<file path="src/rtl/serial_link_ctrl.sv">
// Full-duplex framed serial link: parametrised TX/RX FSMs, first-word fall-through
// RX FIFO and sticky receive error flags.
module serial_link_ctrl #(
  parameter int DATA_WIDTH = 8,
  parameter int BIT_CLKS   = 16,
  parameter int PARITY_EN  = 0,
  parameter int STOP_BITS  = 1,
  parameter int FIFO_DEPTH = 4
) (
  input  logic                  CLOCK_50,
  input  logic                  KEY,
  input  logic                  transEn,
  input  logic                  load,
  input  logic [DATA_WIDTH-1:0] parallelDataOut,
  output logic                  dataOut,
  output logic                  charSent,
  output logic                  txBusy,
  input  logic                  dataIn,
  output logic [DATA_WIDTH-1:0] parallelDataIn,
  output logic                  rxValid,
  input  logic                  rxRead,
  output logic                  charReceived,
  input  logic                  errClear,
  output logic                  parityError,
  output logic                  framingError,
  output logic                  rxOverflow
);
  localparam int CW = $clog2(BIT_CLKS);
  localparam int IW = $clog2(DATA_WIDTH);
  localparam int AW = $clog2(FIFO_DEPTH);
  localparam logic [CW-1:0] BIT_LAST  = CW'(BIT_CLKS - 1);
  localparam logic [CW-1:0] HALF_LAST = CW'(BIT_CLKS / 2 - 1);
  localparam logic [IW-1:0] DATA_LAST = IW'(DATA_WIDTH - 1);
  localparam logic [IW-1:0] STOP_LAST = IW'(STOP_BITS - 1);

  localparam logic [2:0] S_IDLE   = 3'd0;
  localparam logic [2:0] S_START  = 3'd1;
  localparam logic [2:0] S_DATA   = 3'd2;
  localparam logic [2:0] S_PARITY = 3'd3;
  localparam logic [2:0] S_STOP   = 3'd4;

  // ---------------- transmitter ----------------
  logic [2:0]            tx_state;
  logic [CW-1:0]         tx_cnt;
  logic [IW-1:0]         tx_idx;
  logic [DATA_WIDTH-1:0] tx_sh;
  logic                  tx_par;
  logic                  tx_go;

  assign tx_go    = transEn & load;
  assign charSent = (tx_state == S_STOP) && (tx_cnt == BIT_LAST) && (tx_idx == STOP_LAST);
  assign txBusy   = (tx_state != S_IDLE);

  always_ff @(posedge CLOCK_50 or negedge KEY) begin
    if (!KEY) begin
      tx_state <= S_IDLE;
      tx_cnt   <= '0;
      tx_idx   <= '0;
      tx_sh    <= '0;
      tx_par   <= 1'b0;
    end else if (tx_state == S_IDLE) begin
      if (tx_go) begin
        tx_sh    <= parallelDataOut;
        tx_par   <= ^parallelDataOut;
        tx_cnt   <= '0;
        tx_idx   <= '0;
        tx_state <= S_START;
      end
    end else begin
      tx_cnt <= tx_cnt + 1'b1;
      if (tx_cnt == BIT_LAST) begin
        tx_cnt <= '0;
        case (tx_state)
          S_START: begin
            tx_state <= S_DATA;
            tx_idx   <= '0;
          end
          S_DATA: begin
            tx_sh <= tx_sh >> 1;
            if (tx_idx == DATA_LAST) begin
              tx_idx   <= '0;
              tx_state <= (PARITY_EN != 0) ? S_PARITY : S_STOP;
            end else begin
              tx_idx <= tx_idx + 1'b1;
            end
          end
          S_PARITY: tx_state <= S_STOP;
          default: begin
            if (tx_idx == STOP_LAST) begin
              tx_idx <= '0;
              // Capturing in the final stop cycle keeps back-to-back frames gapless.
              if (tx_go) begin
                tx_sh    <= parallelDataOut;
                tx_par   <= ^parallelDataOut;
                tx_state <= S_START;
              end else begin
                tx_state <= S_IDLE;
              end
            end else begin
              tx_idx <= tx_idx + 1'b1;
            end
          end
        endcase
      end
    end
  end

  always_comb begin
    dataOut = 1'b1;
    case (tx_state)
      S_START:  dataOut = 1'b0;
      S_DATA:   dataOut = tx_sh[0];
      S_PARITY: dataOut = tx_par;
      default:  dataOut = 1'b1;
    endcase
  end

  // ---------------- receiver ----------------
  logic [1:0]            rx_sync;
  logic                  rx_s, rx_d;
  logic [2:0]            rx_state;
  logic [CW-1:0]         rx_cnt;
  logic [IW-1:0]         rx_idx;
  logic [DATA_WIDTH-1:0] rx_sh;
  logic                  par_bad, stop_bad, rx_done;

  assign rx_s = rx_sync[1];

  always_ff @(posedge CLOCK_50 or negedge KEY) begin
    if (!KEY) begin
      rx_sync  <= 2'b11;
      rx_d     <= 1'b1;
      rx_state <= S_IDLE;
      rx_cnt   <= '0;
      rx_idx   <= '0;
      rx_sh    <= '0;
      par_bad  <= 1'b0;
      stop_bad <= 1'b0;
      rx_done  <= 1'b0;
    end else begin
      rx_sync <= {rx_sync[0], dataIn};
      rx_d    <= rx_s;
      rx_done <= 1'b0;
      case (rx_state)
        S_IDLE: begin
          if (rx_d && !rx_s) begin
            rx_state <= S_START;
            rx_cnt   <= '0;
          end
        end
        S_START: begin
          if (rx_cnt == HALF_LAST) begin
            // After the mid-start check, every later sample is one full bit apart.
            if (rx_s) begin
              rx_state <= S_IDLE;
            end else begin
              rx_state <= S_DATA;
              rx_cnt   <= '0;
              rx_idx   <= '0;
              par_bad  <= 1'b0;
              stop_bad <= 1'b0;
            end
          end else begin
            rx_cnt <= rx_cnt + 1'b1;
          end
        end
        default: begin
          rx_cnt <= rx_cnt + 1'b1;
          if (rx_cnt == BIT_LAST) begin
            rx_cnt <= '0;
            case (rx_state)
              S_DATA: begin
                rx_sh <= {rx_s, rx_sh[DATA_WIDTH-1:1]};
                if (rx_idx == DATA_LAST) begin
                  rx_idx   <= '0;
                  rx_state <= (PARITY_EN != 0) ? S_PARITY : S_STOP;
                end else begin
                  rx_idx <= rx_idx + 1'b1;
                end
              end
              S_PARITY: begin
                par_bad  <= rx_s ^ (^rx_sh);
                rx_state <= S_STOP;
              end
              default: begin
                if (!rx_s) stop_bad <= 1'b1;
                if (rx_idx == STOP_LAST) begin
                  rx_idx   <= '0;
                  rx_state <= S_IDLE;
                  rx_done  <= 1'b1;
                end else begin
                  rx_idx <= rx_idx + 1'b1;
                end
              end
            endcase
          end
        end
      endcase
    end
  end

  // ---------------- RX FIFO and flags ----------------
  logic [DATA_WIDTH-1:0] mem [FIFO_DEPTH];
  logic [AW:0]           wr_ptr, rd_ptr;
  logic                  empty, full, pop, push, frame_ok, ovf_set;

  assign empty    = (wr_ptr == rd_ptr);
  assign full     = (wr_ptr[AW] != rd_ptr[AW]) && (wr_ptr[AW-1:0] == rd_ptr[AW-1:0]);
  assign pop      = rxRead & ~empty;
  assign frame_ok = rx_done & ~par_bad & ~stop_bad;
  assign push     = frame_ok & (~full | pop);
  assign ovf_set  = frame_ok & full & ~pop;

  assign rxValid        = ~empty;
  assign parallelDataIn = mem[rd_ptr[AW-1:0]];
  assign charReceived   = push;

  always_ff @(posedge CLOCK_50 or negedge KEY) begin
    if (!KEY) begin
      wr_ptr <= '0;
      rd_ptr <= '0;
      for (int i = 0; i < FIFO_DEPTH; i++) mem[i] <= '0;
    end else begin
      if (pop) rd_ptr <= rd_ptr + 1'b1;
      if (push) begin
        mem[wr_ptr[AW-1:0]] <= rx_sh;
        wr_ptr              <= wr_ptr + 1'b1;
      end
    end
  end

  always_ff @(posedge CLOCK_50 or negedge KEY) begin
    if (!KEY) begin
      parityError  <= 1'b0;
      framingError <= 1'b0;
      rxOverflow   <= 1'b0;
    end else begin
      parityError  <= (rx_done & par_bad) | (parityError & ~errClear);
      framingError <= (rx_done & ~par_bad & stop_bad) | (framingError & ~errClear);
      rxOverflow   <= ovf_set | (rxOverflow & ~errClear);
    end
  end
endmodule

</file>
<file path="config.mk">
export PLATFORM = sky130hd
export DESIGN_NAME = serial_link_ctrl
export DESIGN_NICKNAME = d
export VERILOG_FILES = /design/src/rtl/serial_link_ctrl.sv
export SDC_FILE = /design/constraint.sdc
export NUM_CORES = 1
export LEC_CHECK = 0
export CAP_MARGIN = 20
export CORE_MARGIN = 3
export CORE_UTILIZATION = 45
export CTS_CLUSTER_SIZE = 40
export DETAILED_ROUTE_END_ITERATION = 10
export HOLD_SLACK_MARGIN = 0.05
export PLACE_DENSITY = 0.7
export SKIP_LAST_GASP = 1
export SLEW_MARGIN = 20
export SYNTH_ARGS = -nofsm -noshare
export SYNTH_HDL_FRONTEND = slang
export SYNTH_SLANG_ARGS = --single-unit
</file>
<file path="constraint.sdc">
create_clock -name CLOCK_50 -period 2.65 [get_ports CLOCK_50]
set_clock_uncertainty 0.05 [all_clocks]
set_input_delay 0.53 -clock CLOCK_50 [delete_from_list [all_inputs] [get_ports CLOCK_50]]
set_output_delay 0.53 -clock CLOCK_50 [all_outputs]
set_load 0.01 [all_outputs]
</file>
==> impl_metrics.py, run 1 <==
metrics = {
    "floorplan": {
        "placeableCoreArea_sq_mm": 0.00928,
        "start_util_pct": 46.4,
        "ios": 31,
        "rows": 35,
        "dieArea_sq_mm": 0.0108,
        "die_h_microns": 104,
        "fp.dieW_microns": 104,
    },
    "cells_and_area": {
        "area_growth_pct": 16.9,
        "fin_util_pct": 54.3,
        "layout_commonest_cell": "dfrtp_1",
        "final_cell_mix": "dfrtp_1, clkdlybuf4s50_1, mux2_2",
        "fin_nets": 414,
        "antennaDiodeCount": 0,
        "drive_above_1_share_pct": 24.8,
    },
    "logic_synthesis": {
        "synth-seq-area-share_pct": 48.9,
        "ys_seq_elements": 84,
        "yosys_warnings": 0,
        "synthCells": 348,
        "synth.avg_cell_area_sq_um": 12.4,
        "synth_nets": 376,
        "synth-edff-count": 0,
        "synth_area_sq_mm": 0.00431,
        "yosysUniqueCellTypes": 57,
        "synth_ff_type": "dfrtp_1",
        "async_flop_share_pct": 100,
    },
    "global_routing": {
        "grt_use_total_pct": 15.1,
        "grt_max_degree": 45,
        "grt_antenna_before_repair": 0,
        "grt_pass1_wl_microns": 13200,
        "grt_overflow": 0,
        "grt_pass1_vias": 2814,
    },
    "critical_path": {
        "r2r_slack_ns": 0.66,
        "r2r_start": "tx_state[1]",
        "cp-end-kind": "output pin",
        "reg2reg_to": "tx_sh[3]",
        "critical_path_class": "reg2out",
        "worstPathRequired_ns": 2.07,
        "reg2reg_depth": 6,
        "critPathLaunchType": "flip-flop",
        "cp.arrival_ns": 1.98,
        "cp_max_fo": 4,
    },
    "place": {
        "io_buffers": 30,
        "dp_hpwl_microns": 5340,
        "finalWeightedCongestion": 0.824,
    },
    "hold_path": {
        "hold_class": "in2async",
    },
    "timing": {
        "fin_crit_sh_pct": 96.7,
        "worst_pin_slew_ns": 0.735,
        "drv_slew": 0,
        "rsz0062_at_grt": "false",
        "setup_tns_ns": 0,
        "slew_headroom_pct": 50.9,
        "fin_crit_ns": 2.56,
        "setup_viol": 0,
        "max_freq_mhz": 390,
        "finalHoldViolations": 0,
    },
    "power_and_ir_drop": {
        "ir_drop_uv": 363,
        "p_per_area_mw_per_mm2": 660,
        "p_leak_uw": 0.00237,
    },
    "cts": {
        "cts_buffers": 9,
        "clk_pin_slew_ns": 0.09,
        "cts_sinks": 84,
        "clk_latency_ns": 0.35,
        "htreeDepth": 3,
        "tritoncts": "done",
        "hold_buffers": 0,
        "root_buffer": "clkbuf_8",
        "cts.path.max_buffers": 2,
    },
    "drt": {
        "drc": 0,
        "antenna_left": 0,
        "drt_wl_total_microns": 7670,
        "drt_iter0_markers": 163,
        "drtPass1Iterations": 4,
        "avgRoutedWirePerCell_microns": 14.7,
        "vias_per_cell": 5.37,
        "vias": 2790,
    },
    "status": {
        "status": "completed",
    },
    "job": {
        "drv_cap": 0,
    },
}
## report_power, final
| group | total (uW) | internal (uW) | switching (uW) |
|---|---|---|---|
| clock | 1040 | 565 | 475 |
| combinational | 683 | 345 | 337 |
| sequential | 1600 | 1440 | 162 |
| total | 3330 | 2350 | 975 |
## sequential cells by signal, summed over array words and instances (netlist names), 4 cells and up
name	cells
tx_sh	8
mem	32
rx_sh	8
tx_cnt	4
rx_cnt	4
## synthesized netlist by cell type, types with 4 or more instances
library cell / instances / share of area [%]
mux2i_1: 4 / 0.93
a2bb2oi_1: 7 / 1.4
xnor2_1: 14 / 2.8
nor2_1: 14 / 1.2
nand2_4: 4 / 1.0
clkbuf_1: 9 / 0.78
nand2_1: 14 / 1.2
nand4_1: 4 / 0.58
mux2_2: 25 / 6.5
mux2_4: 19 / 6.6
o21ai_0: 20 / 2.3
dfrtp_1: 81 / 47
mux4_2: 7 / 3.7
nand3_1: 9 / 1.0
ha_1: 13 / 3.8
nand2b_1: 6 / 0.87
a31oi_1: 4 / 0.58
nor3_1: 5 / 0.58
o22ai_1: 11 / 1.6
a21oi_1: 9 / 1.0
inv_1: 17 / 1.5
## final cells by class
cell class	instances	area (sq um)
clock buffer	10	138
clock inverter	6	93.8
fill	795	4250
inverter	18	67.6
multi-input combinational	234	2090
sequential	84	2110
tap	129	161
timing repair buffer	39	380
## worst max-delay path: stages (launching register included)
cell and delay (ns):
dfrtp_1 0.43, or3b_4 0.44, a41oi_4 0.19, clkdlybuf4s50_1 0.57
## routing by layer
metal	global-route usage (%)	part of all wire (%)	vias to the layer above	routed length, microns
met3	4.67	3.7	7	285
met1	19.9	47	1386	3630
met4	4.37	0.95	0	73
met5	0	0	-	0
li1	-	-	1349	-
met2	24.1	48	48	3680
## metrics by stage
step | instance area, sq um | setup slack (ns) | cells | total power, uW | hold WS, ns
finish | 5040 | 0.0868 | 520 | 3330 | 0.0891
CTS | 5010 | 0.0231 | 518 | 3360 | 0.102
detailed placement | 4770 | 0.197 | 502 | 2310 | 0.297
global placement | 4770 | 0.214 | 502 | 2290 | 0.297
global route | 5040 | 0.0169 | 520 | 3540 | 0.110
floorplan | 4310 | 0.735 | 348 | 2110 | 0.184
## worst max path at each step
stage | from | to | slack [ns] | cells after the start
after floorplan | tx_cnt[0] | charSent | 0.73 | 4
after global routing | stop_bad | charReceived | 0.02 | 3
after CTS | rd_ptr[1] | charReceived | 0.02 | 3
final | stop_bad | charReceived | 0.09 | 3
after detailed placement | rxRead | charReceived | 0.20 | 4
after global placement | rxRead | charReceived | 0.21 | 4
## repair_timing
| item | CTS | global route |
|---|---|---|
| setup buffers | 0 | 2 |
| gates resized for setup | 1 | 3 |
| setup endpoints to repair | 5 | 7 |
## kinds of logic after synthesis
logic type | after synthesis | synth area share [%]
xor gates and xnor gates | 20 | 4.73
adders and majority gates | 13 | 3.78
buffers and inverters | 30 | 2.90
DFF | 84 | 48.9
muxes | 56 | 18.4
and+or+nand+nor | 71 | 9.24
AOI/OAI and AO/OA | 74 | 12.1
Power figures use the tool's default switching activity.
==> run 2: changes to the inputs <==
--- a/config.mk
+++ b/config.mk
@@ -8,6 +8,7 @@
 export CAP_MARGIN = 20
 export CORE_MARGIN = 3
 export CORE_UTILIZATION = 45
+export CTS_BUF_LIST = sky130_fd_sc_hd__clkbuf_2 sky130_fd_sc_hd__clkbuf_4 sky130_fd_sc_hd__clkbuf_8
 export CTS_CLUSTER_SIZE = 40
 export DETAILED_ROUTE_END_ITERATION = 10
 export HOLD_SLACK_MARGIN = 0.05
==> results of run 2 <==
No change in the layout: final DEF, timing and power equal those of run 1.
==> run 3: changes to the inputs <==
--- a/config.mk
+++ b/config.mk
@@ -12,7 +12,7 @@
 export CTS_CLUSTER_SIZE = 40
 export DETAILED_ROUTE_END_ITERATION = 10
 export HOLD_SLACK_MARGIN = 0.05
-export PLACE_DENSITY = 0.7
+export PLACE_DENSITY_LB_ADDON = 0.2
 export SKIP_LAST_GASP = 1
 export SLEW_MARGIN = 20
 export SYNTH_ARGS = -nofsm -noshare
==> run 3 against run 2 <==
Clock power about the same. Total power up 0.92%. Design area down 0.15%. Via count up 1.2%. First-iteration DRC count down 56%. Critical path type unchanged. Critical endpoint unchanged. Largest cell class unchanged.
==> impl_metrics.py, run 3 (synthesis results as in run 1) <==
metrics = {
    "status": {
        "status": "completed",
    },
    "timing": {
        "fin_crit_sh_pct": 95.3,
        "rsz0062_at_grt": "false",
        "drv_slew": 0,
        "setup_viol": 0,
        "worst_pin_slew_ns": 0.733,
        "slew_headroom_pct": 51.0,
        "finalHoldViolations": 0,
        "max_freq_mhz": 396,
        "setup_tns_ns": 0,
        "holdWs_ns": 0.309,
        "fin_crit_ns": 2.53,
    },
    "power_and_ir_drop": {
        "power.internal_uw": 2360,
        "pwr-share-clk_pct": 31.1,
        "power_frac_comb_pct": 21.4,
        "ir_drop_uv": 500,
        "p_per_area_mw_per_mm2": 668,
        "p_sw_share_pct": 29.6,
        "p_sw_uw": 995,
        "p_leak_uw": 0.00238,
        "p_seq_share_pct": 47.5,
    },
    "cells_and_area": {
        "fin_nets": 414,
        "drive_above_1_share_pct": 24.3,
        "antennaDiodeCount": 0,
        "num-fill-cells": 802,
        "layout_commonest_cell": "dfrtp_1",
        "reg.largest.list": "mem (32), rx_sh (8), tx_sh (8)",
        "area_growth_pct": 16.8,
        "largest_reg_flops": 32,
        "final_cell_mix": "dfrtp_1, clkdlybuf4s50_1, mux2_2",
        "fin_util_pct": 54.2,
        "regMostFlops": "mem",
    },
    "place": {
        "finalWeightedCongestion": 0.781,
        "dp_hpwl_microns": 5610,
        "io_buffers": 30,
    },
    "drt": {
        "drtPass1Iterations": 4,
        "vias": 2823,
        "drc": 0,
        "antenna_left": 0,
        "drt_iter0_markers": 71,
        "avgRoutedWirePerCell_microns": 15.5,
        "vias_per_cell": 5.43,
        "drt_wl_total_microns": 8050,
    },
    "critical_path": {
        "cp-end-kind": "output pin",
        "critPathLaunchType": "flip-flop",
        "max_stage_delay_ns": 0.56,
        "critPathSlowestCell": "clkdlybuf4s50_1",
        "worstPathRequired_ns": 2.07,
        "path_cells": "or3b_4 -> a41oi_4 -> clkdlybuf4s50_1",
        "cpLargestDelayFamily": "buffers and inverters",
        "cp.arrival_ns": 1.95,
        "cp_max_fo": 4,
        "critical_path_class": "reg2out",
        "crit_buf_inv": 1,
    },
    "floorplan": {
        "placeableCoreArea_sq_mm": 0.00928,
        "start_util_pct": 46.4,
        "die_h_microns": 104,
        "ios": 31,
        "dieArea_sq_mm": 0.0108,
        "fp.dieW_microns": 104,
        "rows": 35,
    },
    "cts": {
        "clk_pin_slew_ns": 0.08,
        "root_buffer": "clkbuf_8",
        "cts_sinks": 84,
        "cts_buffers": 9,
        "htreeDepth": 3,
        "cts.path.max_buffers": 2,
        "tritoncts": "done",
        "clk_latency_ns": 0.35,
    },
    "job": {
        "drv_cap": 0,
    },
    "global_routing": {
        "grt_max_degree": 66,
        "grt_pass1_wl_microns": 14000,
        "grt_overflow": 0,
        "grt_use_total_pct": 15.9,
        "grt_pass1_vias": 2831,
        "grt_antenna_before_repair": 0,
    },
    "hold_path": {
        "hold_class": "reg2reg",
    },
}
[run 3: through the flow]
step | instances | power [uW] | instance area [sq um] | setup WS (ns)
floorplan | 348 | 2110 | 4310 | 0.735
global placement | 502 | 2300 | 4770 | 0.215
detailed placement | 502 | 2330 | 4770 | 0.209
CTS | 519 | 3380 | 5020 | 0.0157
global route | 520 | 3580 | 5030 | 0.0343
finish | 520 | 3360 | 5030 | 0.124
[run 3: layout make-up]
| type | instances | area, sq um | area share [%] |
|---|---|---|---|
| repair buffers | 39 | 385 | 7.66 |
| inverters | 18 | 67.6 | 1.34 |
| clock inverters | 6 | 93.8 | 1.87 |
| clock buffers | 10 | 138 | 2.74 |
| well taps | 129 | 161 | 3.21 |
| multi-input cells | 234 | 2080 | 41.3 |
| flip-flops and latches | 84 | 2110 | 41.9 |
[run 3: power groups by stage]
stage / logic [uW] / clock network [uW] / registers, uW
after CTS: 709 / 1080 / 1600
after global placement: 683 / 0 / 1610
after global routing: 824 / 1130 / 1620
after detailed placement: 706 / 0 / 1620
after floorplan: 555 / 0 / 1560
final: 718 / 1040 / 1600
[run 3: routing by layer]
layer	GRT usage (%)	vias up	part of all wire, %
li1	-	1358	-
met4	3.13	0	0.83
met1	21.2	1414	47
met3	4.98	6	3.3
met2	25.9	45	49
met5	0	-	0
[run 3: path summary, 6_finish.rpt]
| path | cells past startpoint | to | slack [ns] | from |
|---|---|---|---|---|
| worst max-delay path | 3 | charReceived | 0.12 | stop_bad |
| worst min-delay path | 0 | rx_sync[1] | 0.31 | rx_sync[0] |
| worst max register to register | 7 | tx_sh[0] | 0.57 | tx_cnt[1] |
| worst min register to register | 0 | rx_sync[1] | 0.31 | rx_sync[0] |
| max in group asynchronous | 3 | rx_d | 1.31 | KEY |
| min in group asynchronous | 2 | mem[27] | 0.55 | KEY |
[run 3: timing repair]
| item | 4_1_cts | 5_1_grt |
|---|---|---|
| setup endpoints to repair | 1 | 2 |
| setup buffers | 0 | 1 |
| resized for setup | 1 | 2 |
| hold buffers | 1 | 0 |
| gates cloned | 0 | 0 |
| hold endpoints to repair | 19 | 0 |
